File: config.mk
export PLATFORM = sky130hd
export DESIGN_NAME = poly_voice_mixer_flat
export DESIGN_NICKNAME = d
export VERILOG_FILES = /design/src/rtl/poly_voice_mixer_pkg.sv /design/src/rtl/poly_voice_mixer_if.sv /design/src/rtl/poly_voice_mixer_voice_slot.sv /design/src/rtl/poly_voice_mixer.sv /design/src/flat_wrapper.sv
export SDC_FILE = /design/constraint.sdc
export NUM_CORES = 1
export LEC_CHECK = 0
export CORE_ASPECT_RATIO = 2
export CORE_MARGIN = 1
export CORE_UTILIZATION = 57
export CTS_BUF_LIST = sky130_fd_sc_hd__clkbuf_4 sky130_fd_sc_hd__clkbuf_8
export DETAILED_ROUTE_END_ITERATION = 10
export PLACE_DENSITY = 0.87
export SLEW_MARGIN = 20
export SYNTH_ARGS = -nofsm -noshare
export SYNTH_HDL_FRONTEND = slang
export SYNTH_SLANG_ARGS = --single-unit
File: constraint.sdc
create_clock -name clk -period 3.2 [get_ports clk]
set_clock_uncertainty 0.15 [all_clocks]
set_input_delay 0.32 -clock clk [delete_from_list [all_inputs] [get_ports clk]]
set_output_delay 0.32 -clock clk [all_outputs]
set_load 0.1 [all_outputs]
File: src/rtl/poly_voice_mixer_pkg.sv
// Shared types and helpers for the polyphonic voice mixer: FSM state,
// width helpers and the signed saturation function (also used by chords).
package poly_voice_mixer_pkg;

  localparam int unsigned SAT_CALC_W = 32;

  typedef enum logic [2:0] {
    ST_IDLE,
    ST_SCAN,
    ST_REQ,
    ST_WAIT,
    ST_DONE
  } mix_state_e;

  function automatic int unsigned vidx_w(input int unsigned num_voices);
    return (num_voices <= 1) ? 1 : $clog2(num_voices);
  endfunction

  function automatic int unsigned acc_w(input int unsigned sample_w, input int unsigned num_voices);
    return sample_w + $clog2(num_voices) + 1;
  endfunction

  // Clamp a sign-extended value into the signed range of width w (w <= 32).
  function automatic logic signed [SAT_CALC_W-1:0] sat_to(input logic signed [SAT_CALC_W-1:0] v,
                                                          input int unsigned w);
    logic signed [SAT_CALC_W-1:0] hi;
    logic signed [SAT_CALC_W-1:0] lo;
    hi = (32'sd1 <<< (w - 1)) - 32'sd1;
    lo = -(32'sd1 <<< (w - 1));
    if (v > hi) return hi;
    if (v < lo) return lo;
    return v;
  endfunction

endpackage

File: src/rtl/poly_voice_mixer_if.sv
// Request/response link between the mixer and the shared per-voice sample source.
interface poly_voice_mixer_if #(
  parameter int unsigned VIDX_W       = 2,
  parameter int unsigned NOTE_WIDTH   = 6,
  parameter int unsigned SAMPLE_WIDTH = 16
);
  logic                           voice_req;
  logic [VIDX_W-1:0]              voice_idx;
  logic [NOTE_WIDTH-1:0]          voice_note;
  logic signed [SAMPLE_WIDTH-1:0] voice_sample;
  logic                           voice_sample_valid;

  modport master (
    output voice_req, voice_idx, voice_note,
    input  voice_sample, voice_sample_valid
  );

  modport slave (
    input  voice_req, voice_idx, voice_note,
    output voice_sample, voice_sample_valid
  );
endinterface

File: src/rtl/poly_voice_mixer_voice_slot.sv
// One note slot: holds note and remaining beats; a load always beats a
// simultaneous decrement.
module poly_voice_mixer_voice_slot #(
  parameter int unsigned NOTE_WIDTH = 6,
  parameter int unsigned DUR_WIDTH  = 6
) (
  input  logic                  clk,
  input  logic                  rst,
  input  logic                  load,
  input  logic [NOTE_WIDTH-1:0] note_in,
  input  logic [DUR_WIDTH-1:0]  dur_in,
  input  logic                  tick,
  output logic [NOTE_WIDTH-1:0] note,
  output logic                  active
);

  logic [DUR_WIDTH-1:0] dur;

  always_ff @(posedge clk or posedge rst) begin
    if (rst) begin
      note   <= '0;
      dur    <= '0;
      active <= 1'b0;
    end else if (load) begin
      note   <= note_in;
      dur    <= dur_in;
      active <= |dur_in;
    end else if (tick && active) begin
      dur <= dur - DUR_WIDTH'(1);
      if (dur == DUR_WIDTH'(1)) active <= 1'b0;
    end
  end

endmodule

File: src/rtl/poly_voice_mixer.sv
// N-voice mixer: per frame, walks the active slots, fetches one sample per
// voice from a shared source and emits the saturated sum.
module poly_voice_mixer
  import poly_voice_mixer_pkg::*;
#(
  parameter  int unsigned NUM_VOICES   = 3,
  parameter  int unsigned SAMPLE_WIDTH = 16,
  parameter  int unsigned NOTE_WIDTH   = 6,
  parameter  int unsigned DUR_WIDTH    = 6,
  localparam int unsigned VIDX_W       = vidx_w(NUM_VOICES),
  localparam int unsigned ACC_W        = acc_w(SAMPLE_WIDTH, NUM_VOICES)
) (
  input  logic                           clk,
  input  logic                           reset,
  input  logic                           play_enable,
  input  logic                           load_voice,
  input  logic [VIDX_W-1:0]              load_index,
  input  logic [NOTE_WIDTH-1:0]          note_to_load,
  input  logic [DUR_WIDTH-1:0]           duration_to_load,
  input  logic                           beat,
  input  logic                           generate_next_sample,
  poly_voice_mixer_if.master             src,
  output logic signed [SAMPLE_WIDTH-1:0] sample_out,
  output logic                           new_sample_ready,
  output logic [NUM_VOICES-1:0]          voice_active,
  output logic                           all_voices_done
);

  localparam int unsigned CNT_W = $clog2(NUM_VOICES + 1);
  localparam int unsigned NSLOT = 1 << VIDX_W;

  // Slot views padded to a power of two so any VIDX_W index is in range.
  logic [NSLOT-1:0]      active_pad;
  logic [NOTE_WIDTH-1:0] note_pad [NSLOT];
  logic                  slot_tick;

  assign slot_tick = beat & play_enable;

  for (genvar v = 0; v < NSLOT; v++) begin : g_slot
    if (v < NUM_VOICES) begin : g_real
      poly_voice_mixer_voice_slot #(
        .NOTE_WIDTH(NOTE_WIDTH),
        .DUR_WIDTH (DUR_WIDTH)
      ) u_slot (
        .clk    (clk),
        .rst    (reset),
        .load   (load_voice && (load_index == VIDX_W'(v))),
        .note_in(note_to_load),
        .dur_in (duration_to_load),
        .tick   (slot_tick),
        .note   (note_pad[v]),
        .active (active_pad[v])
      );
    end else begin : g_pad
      assign note_pad[v]   = '0;
      assign active_pad[v] = 1'b0;
    end
  end

  assign voice_active    = active_pad[NUM_VOICES-1:0];
  assign all_voices_done = ~|voice_active;

  mix_state_e               state;
  logic [CNT_W-1:0]         vi;
  logic signed [ACC_W-1:0]  acc;
  logic [VIDX_W-1:0]        vi_sel;

  assign vi_sel = vi[VIDX_W-1:0];

  // Frame sequencer; sample_out and new_sample_ready update on entry to DONE.
  always_ff @(posedge clk or posedge reset) begin
    if (reset) begin
      state            <= ST_IDLE;
      vi               <= '0;
      acc              <= '0;
      sample_out       <= '0;
      new_sample_ready <= 1'b0;
      src.voice_req    <= 1'b0;
      src.voice_idx    <= '0;
      src.voice_note   <= '0;
    end else begin
      new_sample_ready <= 1'b0;
      src.voice_req    <= 1'b0;
      case (state)
        ST_IDLE: begin
          if (generate_next_sample) begin
            acc   <= '0;
            vi    <= '0;
            state <= ST_SCAN;
          end
        end
        ST_SCAN: begin
          if (vi == CNT_W'(NUM_VOICES)) begin
            sample_out       <= SAMPLE_WIDTH'(sat_to(SAT_CALC_W'(acc), SAMPLE_WIDTH));
            new_sample_ready <= 1'b1;
            state            <= ST_DONE;
          end else if (active_pad[vi_sel] && play_enable) begin
            src.voice_req  <= 1'b1;
            src.voice_idx  <= vi_sel;
            src.voice_note <= note_pad[vi_sel];
            state          <= ST_REQ;
          end else begin
            vi <= vi + CNT_W'(1);
          end
        end
        ST_REQ: state <= ST_WAIT;
        ST_WAIT: begin
          if (src.voice_sample_valid) begin
            acc   <= acc + ACC_W'(src.voice_sample);
            vi    <= vi + CNT_W'(1);
            state <= ST_SCAN;
          end
        end
        ST_DONE: state <= ST_IDLE;
        default: state <= ST_IDLE;
      endcase
    end
  end

endmodule
File: src/flat_wrapper.sv
// flat-port wrapper written by rule: the top's interface ports become plain ports
module poly_voice_mixer_flat import poly_voice_mixer_pkg::*;
#(
  parameter  int unsigned NUM_VOICES   = 3,
  parameter  int unsigned SAMPLE_WIDTH = 16,
  parameter  int unsigned NOTE_WIDTH   = 6,
  parameter  int unsigned DUR_WIDTH    = 6,
  localparam int unsigned VIDX_W       = vidx_w(NUM_VOICES),
  localparam int unsigned ACC_W        = acc_w(SAMPLE_WIDTH, NUM_VOICES)
)
  (clk, reset, play_enable, load_voice, load_index, note_to_load, duration_to_load, beat, generate_next_sample, sample_out, new_sample_ready, voice_active, all_voices_done, src_voice_req, src_voice_idx, src_voice_note, src_voice_sample, src_voice_sample_valid);
  poly_voice_mixer_if #(.NOTE_WIDTH(NOTE_WIDTH), .SAMPLE_WIDTH(SAMPLE_WIDTH)) src_i ();
  input  logic clk;
  input  logic reset;
  input  logic play_enable;
  input  logic load_voice;
  input  logic [VIDX_W-1:0] load_index;
  input  logic [NOTE_WIDTH-1:0] note_to_load;
  input  logic [DUR_WIDTH-1:0] duration_to_load;
  input  logic beat;
  input  logic generate_next_sample;
  output logic signed [SAMPLE_WIDTH-1:0] sample_out;
  output logic new_sample_ready;
  output logic [NUM_VOICES-1:0] voice_active;
  output logic all_voices_done;
  output wire logic [$bits(src_i.voice_req)-1:0] src_voice_req;
  output wire logic [$bits(src_i.voice_idx)-1:0] src_voice_idx;
  output wire logic [$bits(src_i.voice_note)-1:0] src_voice_note;
  input wire logic [$bits(src_i.voice_sample)-1:0] src_voice_sample;
  input wire logic [$bits(src_i.voice_sample_valid)-1:0] src_voice_sample_valid;
  assign src_voice_req = src_i.voice_req;
  assign src_voice_idx = src_i.voice_idx;
  assign src_voice_note = src_i.voice_note;
  assign src_i.voice_sample = src_voice_sample;
  assign src_i.voice_sample_valid = src_voice_sample_valid;
  poly_voice_mixer #(.NUM_VOICES(NUM_VOICES), .SAMPLE_WIDTH(SAMPLE_WIDTH), .NOTE_WIDTH(NOTE_WIDTH), .DUR_WIDTH(DUR_WIDTH)) u_core (.clk(clk), .reset(reset), .play_enable(play_enable), .load_voice(load_voice), .load_index(load_index), .note_to_load(note_to_load), .duration_to_load(duration_to_load), .beat(beat), .generate_next_sample(generate_next_sample), .src(src_i), .sample_out(sample_out), .new_sample_ready(new_sample_ready), .voice_active(voice_active), .all_voices_done(all_voices_done));
endmodule
Word level (Yosys, flattened, before mapping)
Index checks and enable logic that the tools add are counted.
W data, S select, Z words.
{"block": "classes", "n_addsub": 5, "bitwise": 3, "muxes": 49, "eq_ne": 14, "order_cmp": 4, "reduce_logical": 28}
{"op": "$mux W16", "n": 4}
{"op": "$mux W6", "n": 8}
{"op": "$mux W19", "n": 2}
{"op": "$pmux W19 S2", "n": 1}
{"op": "$mux W1", "n": 22}
{"op": "$add A19 B16 Y19", "n": 1}
{"op": "$gt A19 B16 Y1 const B", "n": 1}
{"op": "$lt A19 B16 Y1 const B", "n": 1}
{"op": "$eq A6 B1 Y1 const B", "n": 3}
{"op": "$sub A6 B1 Y6 const B", "n": 3}
{"op": "$reduce_bool A2 Y1", "n": 7}
{"op": "$bmux W6 S2", "n": 1}
{"op": "$mux W3", "n": 4}
{"op": "$pmux W3 S4", "n": 1}
{"op": "$reduce_and A3 Y1", "n": 3}
{"op": "$mux W2", "n": 4}
{"op": "$ne A2 B2 Y1 const B", "n": 4}
{"op": "$reduce_and A2 Y1", "n": 4}
{"op": "$logic_and A1 B1 Y1", "n": 7}
{"op": "$eq A3 B2 Y1 const B", "n": 2}
{"op": "$pmux W2 S3", "n": 1}
{"op": "$reduce_or A6 Y1", "n": 1}
{"op": "$reduce_and A5 Y1", "n": 1}
{"op": "$eq A2 B2 Y1 const B", "n": 2}
{"op": "15 further kinds", "n": 15}
{"block": "word_totals", "input_bits": 37, "regBits": 89}

Depth between registers and ports, before layout
Gate-level depths: netlist (run 1).
{"block": "logic_depth", "depth_word": 9, "depth_mapped": 9, "ltp_nobuf": 8}

Modules after synthesis
Synthesis (run 1) repeated with hierarchy kept, for this count alone.
{"block": "hier_totals", "cells_unflattened": 513, "hier_area_um2": 4964.8}
{"mod": "poly_voice_mixer", "cells_each": 336, "area_per_inst_um2": 3069.2, "seq_area_each_um2": 1251.2, "instances": 1}
{"mod": "poly_voice_mixer_voice_slot", "cells_each": 59, "area_per_inst_um2": 631.9, "seq_area_each_um2": 325.3, "instances": 3}

Worst setup path before layout (run 1)
No wires, ideal clock.
{"block": "synth_timing", "kind": "register -> output", "from": "register u_core.g_slot[1].g_real.u_slot.active", "to": "output port all_voices_done", "path_buffers": 0, "arrival_ns": 2.493, "t_required_ns": 2.730, "stages_incl_launch_ff": 2, "slack_ns": 0.237, "cell_sequence": "dfrtp_1 -> nor3_1"}
{"block": "synth_between", "elab_chain_cells": 2}
{"element": "start: declaration", "line_no": "poly_voice_mixer_voice_slot.sv:14", "source": "output logic active"}
{"element": "start signal: assignment", "line_no": "poly_voice_mixer_voice_slot.sv:27", "source": "active <= |dur_in;"}
{"element": "$reduce_or A3 Y1", "line_no": "poly_voice_mixer.sv:61", "source": "assign all_voices_done = ~|voice_active;"}
{"element": "$logic_not A1 Y1", "line_no": "poly_voice_mixer.sv:61"}
{"element": "end: declaration", "line_no": "flat_wrapper.sv:25", "source": "output logic all_voices_done;"}
Every way passes these cells.

Worst setup path in the final report (run 1)
{"block": "layout_timing", "from": "register u_core.acc[0]", "to": "register u_core.acc[16]"}
{"block": "layout_between", "elab_chain_cells": 3}
{"element": "start: declaration", "line_no": "poly_voice_mixer.sv:65", "source": "logic signed [ACC_W-1:0] acc;"}
{"element": "start signal: assignment", "line_no": "poly_voice_mixer.sv:109", "source": "acc <= acc + ACC_W'(src.voice_sample);"}
{"element": "$add A19 B16 Y19", "line_no": "poly_voice_mixer.sv:109"}
{"element": "$mux W19", "line_no": "poly_voice_mixer.sv:108", "source": "if (src.voice_sample_valid) begin"}
{"element": "$pmux W19 S2", "line_no": "poly_voice_mixer.sv:84", "source": "case (state)"}
Every way passes these cells. The select of a mux whose other input is x is not followed.
A chain may end at the register's enable or synchronous reset.

==> flow_results.xml, run 1 <==
<?xml version="1.0" encoding="UTF-8"?>
<metrics>
  <group name="outcome">
    <metric name="run_status" unit="">completed</metric>
  </group>
  <group name="worst_setup_path">
    <metric name="r2r_cells" unit="">8</metric>
    <metric name="kind_of_critical_path" unit="">register to register</metric>
    <metric name="timing.critical_path.arrival" unit="ns">2.82</metric>
    <metric name="worst-endpoint-required" unit="ns">3.29</metric>
    <metric name="crit_path_start_kind" unit="">register</metric>
    <metric name="critical_path.endpoint_type" unit="">register</metric>
    <metric name="worst_path_max_fanout" unit="">3</metric>
  </group>
  <group name="floorplanning">
    <metric name="fp.coreArea" unit="sq um">8290</metric>
    <metric name="chipWidth" unit="um">67.6</metric>
    <metric name="starting_density_of_the_core" unit="">0.592</metric>
    <metric name="rows" unit="">47</metric>
    <metric name="pin_count" unit="">67</metric>
    <metric name="die_height" unit="um">133</metric>
    <metric name="floorplan.die_area" unit="sq um">9020</metric>
  </group>
  <group name="placement">
    <metric name="dp_hpwl" unit="mm">8.81</metric>
    <metric name="routability_cong" unit="">0.964</metric>
    <metric name="dp_cells" unit="">661</metric>
    <metric name="placement.io_buffers" unit="">66</metric>
    <metric name="post_dp_cell_area" unit="sq um">5590</metric>
  </group>
  <group name="yosys">
    <metric name="yosysMostFrequentCell" unit="">sky130_fd_sc_hd__dfrtp_1</metric>
    <metric name="cell_variety_after_synth" unit="">48</metric>
    <metric name="largest_cells_by_area_after_synthesis" unit="">sky130_fd_sc_hd__dfrtp_1, sky130_fd_sc_hd__nand2_1, sky130_fd_sc_hd__ha_1, sky130_fd_sc_hd__mux2_2, sky130_fd_sc_hd__o21ai_0</metric>
    <metric name="postSynth.topFlopCell" unit="">sky130_fd_sc_hd__dfrtp_1</metric>
    <metric name="part_of_the_yosys_area_used_for_sequential_elements" unit="">0.453</metric>
    <metric name="synth_top_cells_by_count" unit="">sky130_fd_sc_hd__dfrtp_1, sky130_fd_sc_hd__nand2_1, sky130_fd_sc_hd__o21ai_0, sky130_fd_sc_hd__a21oi_1, sky130_fd_sc_hd__ha_1</metric>
    <metric name="ff_latch_count_synth" unit="">89</metric>
    <metric name="post-synth-top-area-cell" unit="">sky130_fd_sc_hd__dfrtp_1</metric>
    <metric name="synth-warning-count" unit="">0</metric>
    <metric name="postSynthAreaPerCell" unit="sq um">9.48</metric>
    <metric name="yosys.area.top_type_share" unit="">0.453</metric>
    <metric name="mappedNetlistNets" unit="">581</metric>
    <metric name="synth_edf_count" unit="">0</metric>
    <metric name="async_flop_share" unit="">1.00</metric>
    <metric name="post_synth_instance_area" unit="sq um">4910</metric>
    <metric name="synthCells" unit="">518</metric>
  </group>
  <group name="global_route">
    <metric name="grt_first_pass_wirelength" unit="mm">19.3</metric>
    <metric name="grt.overflow.total" unit="">0</metric>
    <metric name="grt_util_all_layers" unit="">0.288</metric>
    <metric name="first_global_vias" unit="">4192</metric>
    <metric name="grt_antenna_before_repair" unit="">0</metric>
    <metric name="grt_start_max_net_pins" unit="">90</metric>
  </group>
  <group name="sta">
    <metric name="final_max_slew_viol_count" unit="">0</metric>
    <metric name="max_slew_margin" unit="">0.267</metric>
    <metric name="finalHoldViolCount" unit="">0</metric>
    <metric name="grt_setup_unrepaired" unit="">false</metric>
    <metric name="final_min_period_over_clock_period" unit="">0.852</metric>
    <metric name="maxClockFrequency" unit="MHz">367</metric>
    <metric name="worst_slew_pin_slew" unit="ns">1.10</metric>
    <metric name="setup_viol_count_final" unit="">0</metric>
    <metric name="hold_ws" unit="ns">0.175</metric>
    <metric name="setup_total_negative_slack" unit="ns">0</metric>
    <metric name="timing.final.crit_period" unit="ns">2.73</metric>
  </group>
  <group name="power">
    <metric name="power.leakage" unit="nW">2.61</metric>
    <metric name="p_total" unit="mW">5.62</metric>
    <metric name="p_comb_frac" unit="">0.527</metric>
    <metric name="pwr_density_cell" unit="nW/um^2">970</metric>
    <metric name="p_sw" unit="mW">2.81</metric>
    <metric name="power.share.clock" unit="">0.145</metric>
    <metric name="cell_int_power" unit="mW">2.81</metric>
    <metric name="irDropWorstVdd" unit="mV">0.646</metric>
    <metric name="power.switching_fraction" unit="">0.499</metric>
    <metric name="pwr-share-seq" unit="">0.328</metric>
  </group>
  <group name="routing">
    <metric name="via_per_inst" unit="">6.12</metric>
    <metric name="dr.pass1.iters" unit="">4</metric>
    <metric name="final_antenna_net_count" unit="">0</metric>
    <metric name="drc" unit="">0</metric>
    <metric name="finalWirelength" unit="mm">12.1</metric>
    <metric name="wire_per_inst" unit="um">17.9</metric>
    <metric name="dr.first_iter.drc_count" unit="">316</metric>
    <metric name="dr_total_vias" unit="">4146</metric>
  </group>
  <group name="cts">
    <metric name="ctsLongestPathBuffers" unit="">2</metric>
    <metric name="cts_root_buffer" unit="">sky130_fd_sc_hd__clkbuf_8</metric>
    <metric name="cts-hold-fix-buffers" unit="">0</metric>
    <metric name="tritoncts.num_buffers" unit="">9</metric>
    <metric name="clk_pin_slew" unit="ns">0.09</metric>
    <metric name="cts_setup_buffers" unit="">0</metric>
    <metric name="cts_htree_levels" unit="">3</metric>
    <metric name="cts.sink_count" unit="">89</metric>
    <metric name="clock_tree_from_tritoncts" unit="">done</metric>
    <metric name="cts.repair.resized" unit="">0</metric>
    <metric name="insertion_delay" unit="ns">0.37</metric>
  </group>
  <group name="finish">
    <metric name="finalNetCount" unit="">637</metric>
    <metric name="area_delta_synth_final" unit="%">17.9</metric>
    <metric name="layout.cell_area.non_filler" unit="sq um">5790</metric>
    <metric name="insertedDiodeCount" unit="">0</metric>
    <metric name="drive_above_1_share" unit="">0.130</metric>
    <metric name="multi_input_comb_area" unit="sq um">2480</metric>
    <metric name="seqCellArea" unit="sq um">2230</metric>
    <metric name="filler_cell_count" unit="">618</metric>
    <metric name="post_layout_nonfiller_instances" unit="">677</metric>
  </group>
  <group name="worst_hold_path">
    <metric name="holdCritPathClass" unit="">input port to asynchronous set/reset pin</metric>
  </group>
  <group name="job">
    <metric name="maxCapViolations" unit="">0</metric>
  </group>
</metrics>
[layer usage]
metal | track usage | vias up | share of wire
met1 | 0.293 | 2052 | 0.37
met3 | 0.0522 | 35 | 0.039
met2 | 0.523 | 128 | 0.56
met4 | 0.152 | 0 | 0.035
li1 | - | 1931 | -
met5 | 0 | - | 0
[cells in the final DEF (no fill, tap or decap), types with 18 or more instances in the layout]
master / n
sky130_fd_sc_hd__dfrtp_1: 89
sky130_fd_sc_hd__nand2_1: 84
sky130_fd_sc_hd__o21ai_0: 44
sky130_fd_sc_hd__clkdlybuf4s50_1: 44
sky130_fd_sc_hd__a21oi_1: 36
sky130_fd_sc_hd__buf_4: 30
sky130_fd_sc_hd__ha_1: 25
sky130_fd_sc_hd__nor2_1: 22
sky130_fd_sc_hd__mux2_2: 21
sky130_fd_sc_hd__inv_1: 19
sky130_fd_sc_hd__xnor2_1: 18
[worst max-delay path, cell delays in order (launching register included)]
cell	delay, ns
sky130_fd_sc_hd__dfrtp_1	0.41
sky130_fd_sc_hd__ha_1	0.21
sky130_fd_sc_hd__fa_1	0.42
sky130_fd_sc_hd__a21oi_1	0.24
sky130_fd_sc_hd__o211ai_1	0.12
sky130_fd_sc_hd__a31oi_1	0.33
sky130_fd_sc_hd__o21ai_1	0.16
sky130_fd_sc_hd__nor4b_1	0.17
sky130_fd_sc_hd__or3_1	0.39
[flip-flops by register name (all words and copies together) (netlist names)]
name                                flops
u_core.acc                             19
u_core.g_slot.g_real.u_slot.active      3
u_core.g_slot.g_real.u_slot.dur        18
u_core.g_slot.g_real.u_slot.note       18
u_core.new_sample_ready                 1
u_core.sample_out                      16
u_core.src.voice_idx                    2
u_core.src.voice_note                   6
u_core.src.voice_req                    1
u_core.state                            3
u_core.vi                               2
[logic make-up after synthesis]
logic type | count (synthesis) | share of synthesized area
mux | 33 | 0.0746
flops | 89 | 0.453
simple gates | 167 | 0.160
buf+inv | 50 | 0.0433
xor+xnor | 29 | 0.0517
fa+ha+maj | 26 | 0.0678
compound gates | 124 | 0.149
[power groups by stage]
| stage | Sequential (mW) | Combinational (mW) | Clock, mW |
|---|---|---|---|
| 5_1_grt | 1.89 | 3.16 | 0.870 |
| 6_report | 1.85 | 2.96 | 0.813 |
| 4_1_cts | 1.84 | 2.96 | 0.818 |
| 3_3_place_gp | 1.84 | 2.88 | 0 |
| 3_5_place_dp | 1.86 | 2.95 | 0 |
| 2_1_floorplan | 2.67 | 1.42 | 0 |
[path summary, 6_finish.rpt]
check                                      from                               endpoint  slack (ns)
setup / recovery                  u_core.acc[0]                         u_core.acc[16]        0.47
hold reg to reg            u_core.sample_out[4]                   u_core.sample_out[4]        0.33
max in group asynchronous                 reset                         u_core.acc[16]        2.29
min in group clk           u_core.sample_out[4]                   u_core.sample_out[4]        0.33
setup reg to reg                  u_core.acc[0]                         u_core.acc[16]        0.47
hold / removal                            reset  u_core.g_slot[0].g_real.u_slot.dur[1]        0.17
[cell type report]
class,instances,area share
Multi-Input combinational cell,379,0.428
Inverter,20,0.0132
Tap cell,98,0.0212
Clock buffer,10,0.0238
Sequential cell,89,0.385
Timing Repair Buffer,75,0.118
Clock inverter,6,0.0112
[per-stage QoR]
step           setup slack (ns)  utilization
6_report                  0.472        0.699
5_1_grt                   0.331        0.699
4_1_cts                   0.499        0.699
3_5_place_dp              0.164        0.674
3_3_place_gp              0.226        0.674
2_1_floorplan             0.237            -
(Power assumes the default switching activity.)
==> run 2, diff against run 1 <==
- CORE_UTILIZATION: 57 -> 60
- PLACE_DENSITY: 0.87 -> 0.9
- clock period: 3.2 -> 3.22 ns (I/O delays scaled with it)
==> run 2 against run 1 <==
Against the previous run: critical path depth rose by 1; via count did not move; clock power rose by 16%; total power rose by 2.2%; non-clock buffer count did not move; critical endpoint is now u_core.acc[18]; global-route usage rose by 1.3 points; worst hold slack improved by 0.038 ns; first-iteration DRC count fell by 12%; highest routed layer unchanged.
==> flow_results.xml, run 2 (synthesized netlist as in run 1, its figures left out) <==
<?xml version="1.0" encoding="UTF-8"?>
<metrics>
  <group name="routing">
    <metric name="dr.first_iter.drc_count" unit="">278</metric>
    <metric name="maxUsedRoutingLayer" unit="">met4</metric>
    <metric name="routed-wl-met3" unit="um">490</metric>
    <metric name="wirelength_met1" unit="mm">4.31</metric>
    <metric name="wire_per_inst" unit="um">18.0</metric>
    <metric name="dr.pass1.iters" unit="">4</metric>
    <metric name="final_antenna_net_count" unit="">0</metric>
    <metric name="drc" unit="">0</metric>
    <metric name="total_length_of_routed_met2_wires" unit="mm">6.82</metric>
    <metric name="via_per_inst" unit="">6.14</metric>
    <metric name="dr_total_vias" unit="">4146</metric>
    <metric name="finalWirelength" unit="mm">12.1</metric>
  </group>
  <group name="worst_setup_path">
    <metric name="cp_cell_sequence" unit="">ha_1 -&gt; fa_1 -&gt; a21oi_1 -&gt; o211ai_1 -&gt; a31oi_1 -&gt; buf_4 -&gt; o311a_1 -&gt; mux2i_1 -&gt; o211ai_1</metric>
    <metric name="worst-endpoint-required" unit="ns">3.31</metric>
    <metric name="r2r_setup_slack" unit="ns">0.57</metric>
    <metric name="crit_path_max_cell_delay" unit="ns">0.42</metric>
    <metric name="worst_path_max_fanout" unit="">3</metric>
    <metric name="timing.critical_path.arrival" unit="ns">2.74</metric>
    <metric name="crit_slowest_cell" unit="">sky130_fd_sc_hd__fa_1</metric>
    <metric name="critical_path.endpoint_type" unit="">register</metric>
    <metric name="cell_mode_on_critical_path" unit="">sky130_fd_sc_hd__o211ai_1</metric>
    <metric name="kind_of_critical_path" unit="">register to register</metric>
    <metric name="crit_path_start_kind" unit="">register</metric>
  </group>
  <group name="power">
    <metric name="pwr_density_cell" unit="nW/um^2">982</metric>
    <metric name="p_total" unit="mW">5.74</metric>
    <metric name="irDropWorstVdd" unit="mV">0.712</metric>
    <metric name="power.leakage" unit="nW">2.62</metric>
  </group>
  <group name="cts">
    <metric name="cts.repair.resized" unit="">0</metric>
    <metric name="insertion_delay" unit="ns">0.37</metric>
    <metric name="cts_root_buffer" unit="">sky130_fd_sc_hd__clkbuf_8</metric>
    <metric name="cts_setup_buffers" unit="">0</metric>
    <metric name="tritoncts.num_buffers" unit="">9</metric>
    <metric name="clk_pin_slew" unit="ns">0.10</metric>
    <metric name="cts.sink_count" unit="">89</metric>
    <metric name="ctsLongestPathBuffers" unit="">2</metric>
    <metric name="cts_htree_levels" unit="">3</metric>
    <metric name="clock_tree_from_tritoncts" unit="">done</metric>
    <metric name="cts-hold-fix-buffers" unit="">0</metric>
  </group>
  <group name="finish">
    <metric name="top_regs" unit="">u_core.acc: 19 flops, u_core.g_slot.g_real.u_slot.dur: 18 flops, u_core.g_slot.g_real.u_slot.note: 18 flops</metric>
    <metric name="filler_cell_count" unit="">579</metric>
    <metric name="finalNetCount" unit="">637</metric>
    <metric name="largest_register_ff_count" unit="">19</metric>
    <metric name="drive_above_1_share" unit="">0.123</metric>
    <metric name="area_delta_synth_final" unit="%">19.0</metric>
    <metric name="largest-register" unit="">u_core.acc</metric>
    <metric name="final_cell_mix" unit="">sky130_fd_sc_hd__dfrtp_1, sky130_fd_sc_hd__nand2_1, sky130_fd_sc_hd__clkdlybuf4s50_1, sky130_fd_sc_hd__o21ai_0, sky130_fd_sc_hd__a21oi_1</metric>
    <metric name="post_layout_nonfiller_instances" unit="">675</metric>
    <metric name="layout_commonest_cell" unit="">sky130_fd_sc_hd__dfrtp_1</metric>
    <metric name="layout.cell_area.non_filler" unit="sq um">5850</metric>
    <metric name="insertedDiodeCount" unit="">0</metric>
    <metric name="multi_input_comb_area" unit="sq um">2480</metric>
    <metric name="seqCellArea" unit="sq um">2230</metric>
  </group>
  <group name="sta">
    <metric name="maxClockFrequency" unit="MHz">378</metric>
    <metric name="setup_viol_count_final" unit="">0</metric>
    <metric name="max_slew_margin" unit="">0.318</metric>
    <metric name="finalHoldViolCount" unit="">0</metric>
    <metric name="worst_slew_pin_slew" unit="ns">1.02</metric>
    <metric name="setup_total_negative_slack" unit="ns">0</metric>
    <metric name="final_max_slew_viol_count" unit="">0</metric>
    <metric name="final_min_period_over_clock_period" unit="">0.822</metric>
    <metric name="timing.final.crit_period" unit="ns">2.65</metric>
    <metric name="grt_setup_unrepaired" unit="">false</metric>
  </group>
  <group name="placement">
    <metric name="dp_hpwl" unit="mm">8.83</metric>
    <metric name="dp_cells" unit="">659</metric>
    <metric name="placement.io_buffers" unit="">66</metric>
    <metric name="post_dp_cell_area" unit="sq um">5600</metric>
    <metric name="routability_cong" unit="">0.944</metric>
  </group>
  <group name="floorplanning">
    <metric name="die_height" unit="um">130</metric>
    <metric name="chipWidth" unit="um">66.0</metric>
    <metric name="pin_count" unit="">67</metric>
    <metric name="floorplan.die_area" unit="sq um">8570</metric>
    <metric name="starting_density_of_the_core" unit="">0.618</metric>
    <metric name="rows" unit="">46</metric>
    <metric name="fp.coreArea" unit="sq um">7940</metric>
  </group>
  <group name="global_route">
    <metric name="grt_util_all_layers" unit="">0.301</metric>
    <metric name="first_global_vias" unit="">4238</metric>
    <metric name="grt_start_max_net_pins" unit="">90</metric>
    <metric name="grt_first_pass_wirelength" unit="mm">19.5</metric>
    <metric name="grt_antenna_before_repair" unit="">0</metric>
    <metric name="grt.overflow.total" unit="">0</metric>
  </group>
  <group name="outcome">
    <metric name="run_status" unit="">completed</metric>
  </group>
  <group name="job">
    <metric name="maxCapViolations" unit="">0</metric>
  </group>
  <group name="worst_hold_path">
    <metric name="holdCritPathClass" unit="">input port to asynchronous set/reset pin</metric>
  </group>
</metrics>
run 2: cell count changes in the layout (fill, tap and decap cells not counted), sizes merged:
cell | before | now
buf | 31 | 27
bufinv | 1 | 3
clkbuf | 10 | 9
clkdlybuf4s50 | 44 | 48
clkinvlp | 1 | 0
run 2: area by class of cell:
| type | count | share of cell area |
|---|---|---|
| sequential | 89 | 0.381 |
| clock inverter | 7 | 0.0214 |
| tap | 96 | 0.0205 |
| multi-input combinational | 379 | 0.424 |
| inverter | 20 | 0.0131 |
| timing repair buffer | 75 | 0.119 |
| clock buffer | 9 | 0.0212 |
run 2: report_power, final:
part           internal (mW)  switching [mW]
clock network          0.524           0.418
registers               1.49           0.353
logic                  0.927            2.03
total                   2.94            2.80
run 2: worst paths after layout:
check / startpoint / to / cells after the start
max: u_core.acc[0] / u_core.acc[18] / 9
min: reset / u_core.g_slot[0].g_real.u_slot.dur[1] / 3
max reg2reg: u_core.acc[0] / u_core.acc[18] / 9
min reg2reg: u_core.sample_out[9] / u_core.sample_out[9] / 2
max in group asynchronous: reset / u_core.sample_out[2] / 3
min in group clk: u_core.sample_out[9] / u_core.sample_out[9] / 2
run 2: critical path, delay by kind of cell, from the launching register on:
| kind | cells | cell delay, ns |
|---|---|---|
| AOI/OAI and AO/OA | 5 | 0.96 |
| adders and majority gates | 2 | 0.64 |
| DFF | 1 | 0.40 |
| muxes | 1 | 0.22 |
| buffers and inverters | 1 | 0.17 |
run 2: metal layers:
metal,up-vias,GRT usage
met2,149,0.555
met4,0,0.186
met1,2014,0.302
met5,-,0
li1,1936,-
met3,47,0.0498
run 2: per-stage QoR:
step	hold WS (ns)	worst slack [ns]	util
after floorplan	0.289	0.255	-
after global placement	0.306	0.325	0.705
after detailed placement	0.309	0.276	0.705
after CTS	0.239	0.595	0.736
after global routing	0.267	0.455	0.736
final	0.213	0.573	0.736
==> run 3, diff against run 2 <==
- CORE_UTILIZATION: 60 -> 57
- PLACE_DENSITY: 0.9 -> 0.86
- clock period: 3.22 -> 2.8 ns (I/O delays scaled with it)
==> run 3 against run 2 <==
Against the previous run: clock power is 11% lower; utilization decreased by 2.4 points; total power is 11% higher; critical path depth unchanged; worst hold slack got worse by 0.15 ns; fmax about the same; via count shrank 0.53%; combinational power up 18%; final cell count increased by 3.1%; routed wire length decreased by 2.1%.
==> flow_results.xml, run 3 (synthesized netlist as in run 1, its figures left out) <==
<?xml version="1.0" encoding="UTF-8"?>
<metrics>
  <group name="worst_setup_path">
    <metric name="r2r_end" unit="">u_core.acc[18]</metric>
    <metric name="crit_buf_inv" unit="">1</metric>
    <metric name="timing.critical_path.arrival" unit="ns">2.74</metric>
    <metric name="critical_path.endpoint_type" unit="">register</metric>
    <metric name="crit_slowest_cell" unit="">sky130_fd_sc_hd__dfrtp_1</metric>
    <metric name="crit_path_max_cell_delay" unit="ns">0.41</metric>
    <metric name="crit_path_start_kind" unit="">register</metric>
    <metric name="r2r_setup_slack" unit="ns">0.15</metric>
    <metric name="critical-path-top-delay-family" unit="">compound AO/OA/AOI/OAI gates</metric>
    <metric name="r2r_cells" unit="">9</metric>
    <metric name="timing.critical_path.depth" unit="">9</metric>
    <metric name="cp_cell_sequence" unit="">ha_1 -&gt; fa_1 -&gt; a21oi_1 -&gt; o211ai_1 -&gt; a31oi_1 -&gt; buf_4 -&gt; o311a_1 -&gt; mux2i_1 -&gt; o211ai_1</metric>
    <metric name="kind_of_critical_path" unit="">register to register</metric>
    <metric name="worst_path_max_fanout" unit="">3</metric>
    <metric name="critical_path.reg2reg.startpoint" unit="">u_core.acc[0]</metric>
    <metric name="cell_mode_on_critical_path" unit="">sky130_fd_sc_hd__o211ai_1</metric>
    <metric name="setup.worst_path.end" unit="">u_core.acc[18]</metric>
    <metric name="worst-endpoint-required" unit="ns">2.90</metric>
    <metric name="critical_path.startpoint" unit="">u_core.acc[0]</metric>
  </group>
  <group name="routing">
    <metric name="via_per_inst" unit="">5.93</metric>
    <metric name="dr.first_iter.drc_count" unit="">262</metric>
    <metric name="dr.pass1.iters" unit="">4</metric>
    <metric name="dr_total_vias" unit="">4124</metric>
    <metric name="final_antenna_net_count" unit="">0</metric>
    <metric name="wire_per_inst" unit="um">17.1</metric>
    <metric name="finalWirelength" unit="mm">11.9</metric>
    <metric name="drc" unit="">0</metric>
  </group>
  <group name="floorplanning">
    <metric name="die_height" unit="um">133</metric>
    <metric name="fp.coreArea" unit="sq um">8290</metric>
    <metric name="pin_count" unit="">67</metric>
    <metric name="starting_density_of_the_core" unit="">0.592</metric>
    <metric name="rows" unit="">47</metric>
    <metric name="chipWidth" unit="um">67.6</metric>
    <metric name="floorplan.die_area" unit="sq um">9020</metric>
  </group>
  <group name="cts">
    <metric name="ctsLongestPathBuffers" unit="">2</metric>
    <metric name="cts-hold-fix-buffers" unit="">0</metric>
    <metric name="clk_pin_slew" unit="ns">0.10</metric>
    <metric name="cts_setup_buffers" unit="">0</metric>
    <metric name="clock_tree_from_tritoncts" unit="">done</metric>
    <metric name="tritoncts.num_buffers" unit="">9</metric>
    <metric name="cts.repair.resized" unit="">0</metric>
    <metric name="cts_root_buffer" unit="">sky130_fd_sc_hd__clkbuf_8</metric>
    <metric name="cts_htree_levels" unit="">3</metric>
    <metric name="insertion_delay" unit="ns">0.36</metric>
    <metric name="cts.sink_count" unit="">89</metric>
  </group>
  <group name="sta">
    <metric name="max_slew_margin" unit="">0.543</metric>
    <metric name="timing.final.ws_setup" unit="ns">0.155</metric>
    <metric name="final_max_slew_viol_count" unit="">0</metric>
    <metric name="worst_slew_pin_slew" unit="ns">0.683</metric>
    <metric name="setup_viol_count_final" unit="">0</metric>
    <metric name="final_min_period_over_clock_period" unit="">0.945</metric>
    <metric name="timing.final.crit_period" unit="ns">2.65</metric>
    <metric name="grt_setup_unrepaired" unit="">false</metric>
    <metric name="finalHoldViolCount" unit="">0</metric>
    <metric name="setup_total_negative_slack" unit="ns">0</metric>
    <metric name="maxClockFrequency" unit="MHz">378</metric>
  </group>
  <group name="global_route">
    <metric name="grt.overflow.total" unit="">0</metric>
    <metric name="grt_first_pass_wirelength" unit="mm">19.3</metric>
    <metric name="grt_start_max_net_pins" unit="">67</metric>
    <metric name="use_met1" unit="">0.308</metric>
    <metric name="first_global_vias" unit="">4224</metric>
    <metric name="globalRouteMet3Util" unit="">0.0497</metric>
    <metric name="grt_antenna_before_repair" unit="">0</metric>
    <metric name="gr-usage-met2" unit="">0.501</metric>
    <metric name="gr-max-usage-layer" unit="">met2</metric>
    <metric name="grt_util_all_layers" unit="">0.285</metric>
  </group>
  <group name="placement">
    <metric name="routability_cong" unit="">0.987</metric>
    <metric name="placement.io_buffers" unit="">66</metric>
    <metric name="preCtsSetupSlack" unit="ns">-0.120</metric>
    <metric name="dp_hpwl" unit="mm">8.88</metric>
  </group>
  <group name="power">
    <metric name="cell_int_power" unit="mW">3.20</metric>
    <metric name="p_sw" unit="mW">3.20</metric>
    <metric name="power.leakage" unit="nW">2.69</metric>
    <metric name="power.share.clock" unit="">0.131</metric>
    <metric name="pwr_density_cell" unit="nW/um^2">1080</metric>
    <metric name="p_comb_frac" unit="">0.543</metric>
    <metric name="pwr-share-seq" unit="">0.326</metric>
    <metric name="irDropWorstVdd" unit="mV">0.693</metric>
    <metric name="power.switching_fraction" unit="">0.500</metric>
  </group>
  <group name="worst_hold_path">
    <metric name="holdCritPathClass" unit="">input port to asynchronous set/reset pin</metric>
  </group>
  <group name="finish">
    <metric name="finalNetCount" unit="">656</metric>
    <metric name="finalCoreUtilization" unit="">0.712</metric>
    <metric name="insertedDiodeCount" unit="">0</metric>
    <metric name="top_regs" unit="">u_core.acc: 19 flops, u_core.g_slot.g_real.u_slot.dur: 18 flops, u_core.g_slot.g_real.u_slot.note: 18 flops</metric>
    <metric name="area_delta_synth_final" unit="%">20.2</metric>
    <metric name="filler_cell_count" unit="">622</metric>
    <metric name="final_cell_mix" unit="">sky130_fd_sc_hd__dfrtp_1, sky130_fd_sc_hd__nand2_1, sky130_fd_sc_hd__buf_4, sky130_fd_sc_hd__o21ai_0</metric>
    <metric name="largest-register" unit="">u_core.acc</metric>
    <metric name="drive_above_1_share" unit="">0.172</metric>
    <metric name="layout_commonest_cell" unit="">sky130_fd_sc_hd__dfrtp_1</metric>
    <metric name="largest_register_ff_count" unit="">19</metric>
  </group>
  <group name="outcome">
    <metric name="run_status" unit="">completed</metric>
  </group>
  <group name="job">
    <metric name="maxCapViolations" unit="">0</metric>
  </group>
</metrics>
==> run 3: cell count changes in the layout (fill, tap and decap cells not counted), sizes merged <==
| cell | change |
|---|---|
| buf | +31 |
| clkinv | -1 |
| clkbuf | +1 |
| clkinvlp | +3 |
| clkdlybuf4s50 | -12 |
| bufinv | -3 |
==> run 3: power by group through the flow <==
| stage | logic [mW] | registers, mW | clock network, mW |
|---|---|---|---|
| 6_report | 3.48 | 2.09 | 0.836 |
| 5_1_grt | 3.74 | 2.14 | 0.904 |
| 2_1_floorplan | 1.62 | 3.06 | 0 |
| 4_1_cts | 3.47 | 2.08 | 0.854 |
| 3_5_place_dp | 3.46 | 2.10 | 0 |
| 3_3_place_gp | 3.38 | 2.07 | 0 |
==> run 3: worst min-delay path by stage <==
stage	end	slack (ns)	depth (start not counted)
final	u_core.g_slot[1].g_real.u_slot.dur[3]	0.06	2
after floorplan	u_core.g_slot[0].g_real.u_slot.dur[0]	0.25	2
after detailed placement	u_core.sample_out[1]	0.31	2
after CTS	u_core.g_slot[1].g_real.u_slot.dur[2]	0.06	2
after global placement	u_core.sample_out[13]	0.30	2
after global routing	u_core.g_slot[1].g_real.u_slot.dur[3]	0.08	2
==> run 3: routing by layer <==
layer	wire [um]	up-vias	part of all wire
met4	470	0	0.040
met2	6500	114	0.55
met3	386	38	0.033
li1	-	1973	-
met5	0	-	0
met1	4520	1999	0.38
==> run 3: final cells by class <==
class | instances | area, sq um | area share
Tap cell | 98 | 123 | 0.0208
Inverter | 20 | 76.3 | 0.0129
Timing Repair Buffer | 94 | 808 | 0.137
Clock inverter | 6 | 48.8 | 0.00827
Multi-Input combinational cell | 379 | 2480 | 0.421
Sequential cell | 89 | 2230 | 0.377
Clock buffer | 10 | 138 | 0.0233
==> run 3: per-stage QoR <==
| step | cell area [sq um] | hold slack [ns] | total power, mW | std cells |
|---|---|---|---|---|
| detailed placement | 5720 | 0.312 | 5.56 | 680 |
| CTS | 5900 | 0.0626 | 6.41 | 696 |
| global placement | 5720 | 0.300 | 5.45 | 680 |
| finish | 5900 | 0.0639 | 6.40 | 696 |
| floorplan | 4920 | 0.247 | 4.68 | 518 |
| global route | 5900 | 0.0805 | 6.79 | 696 |
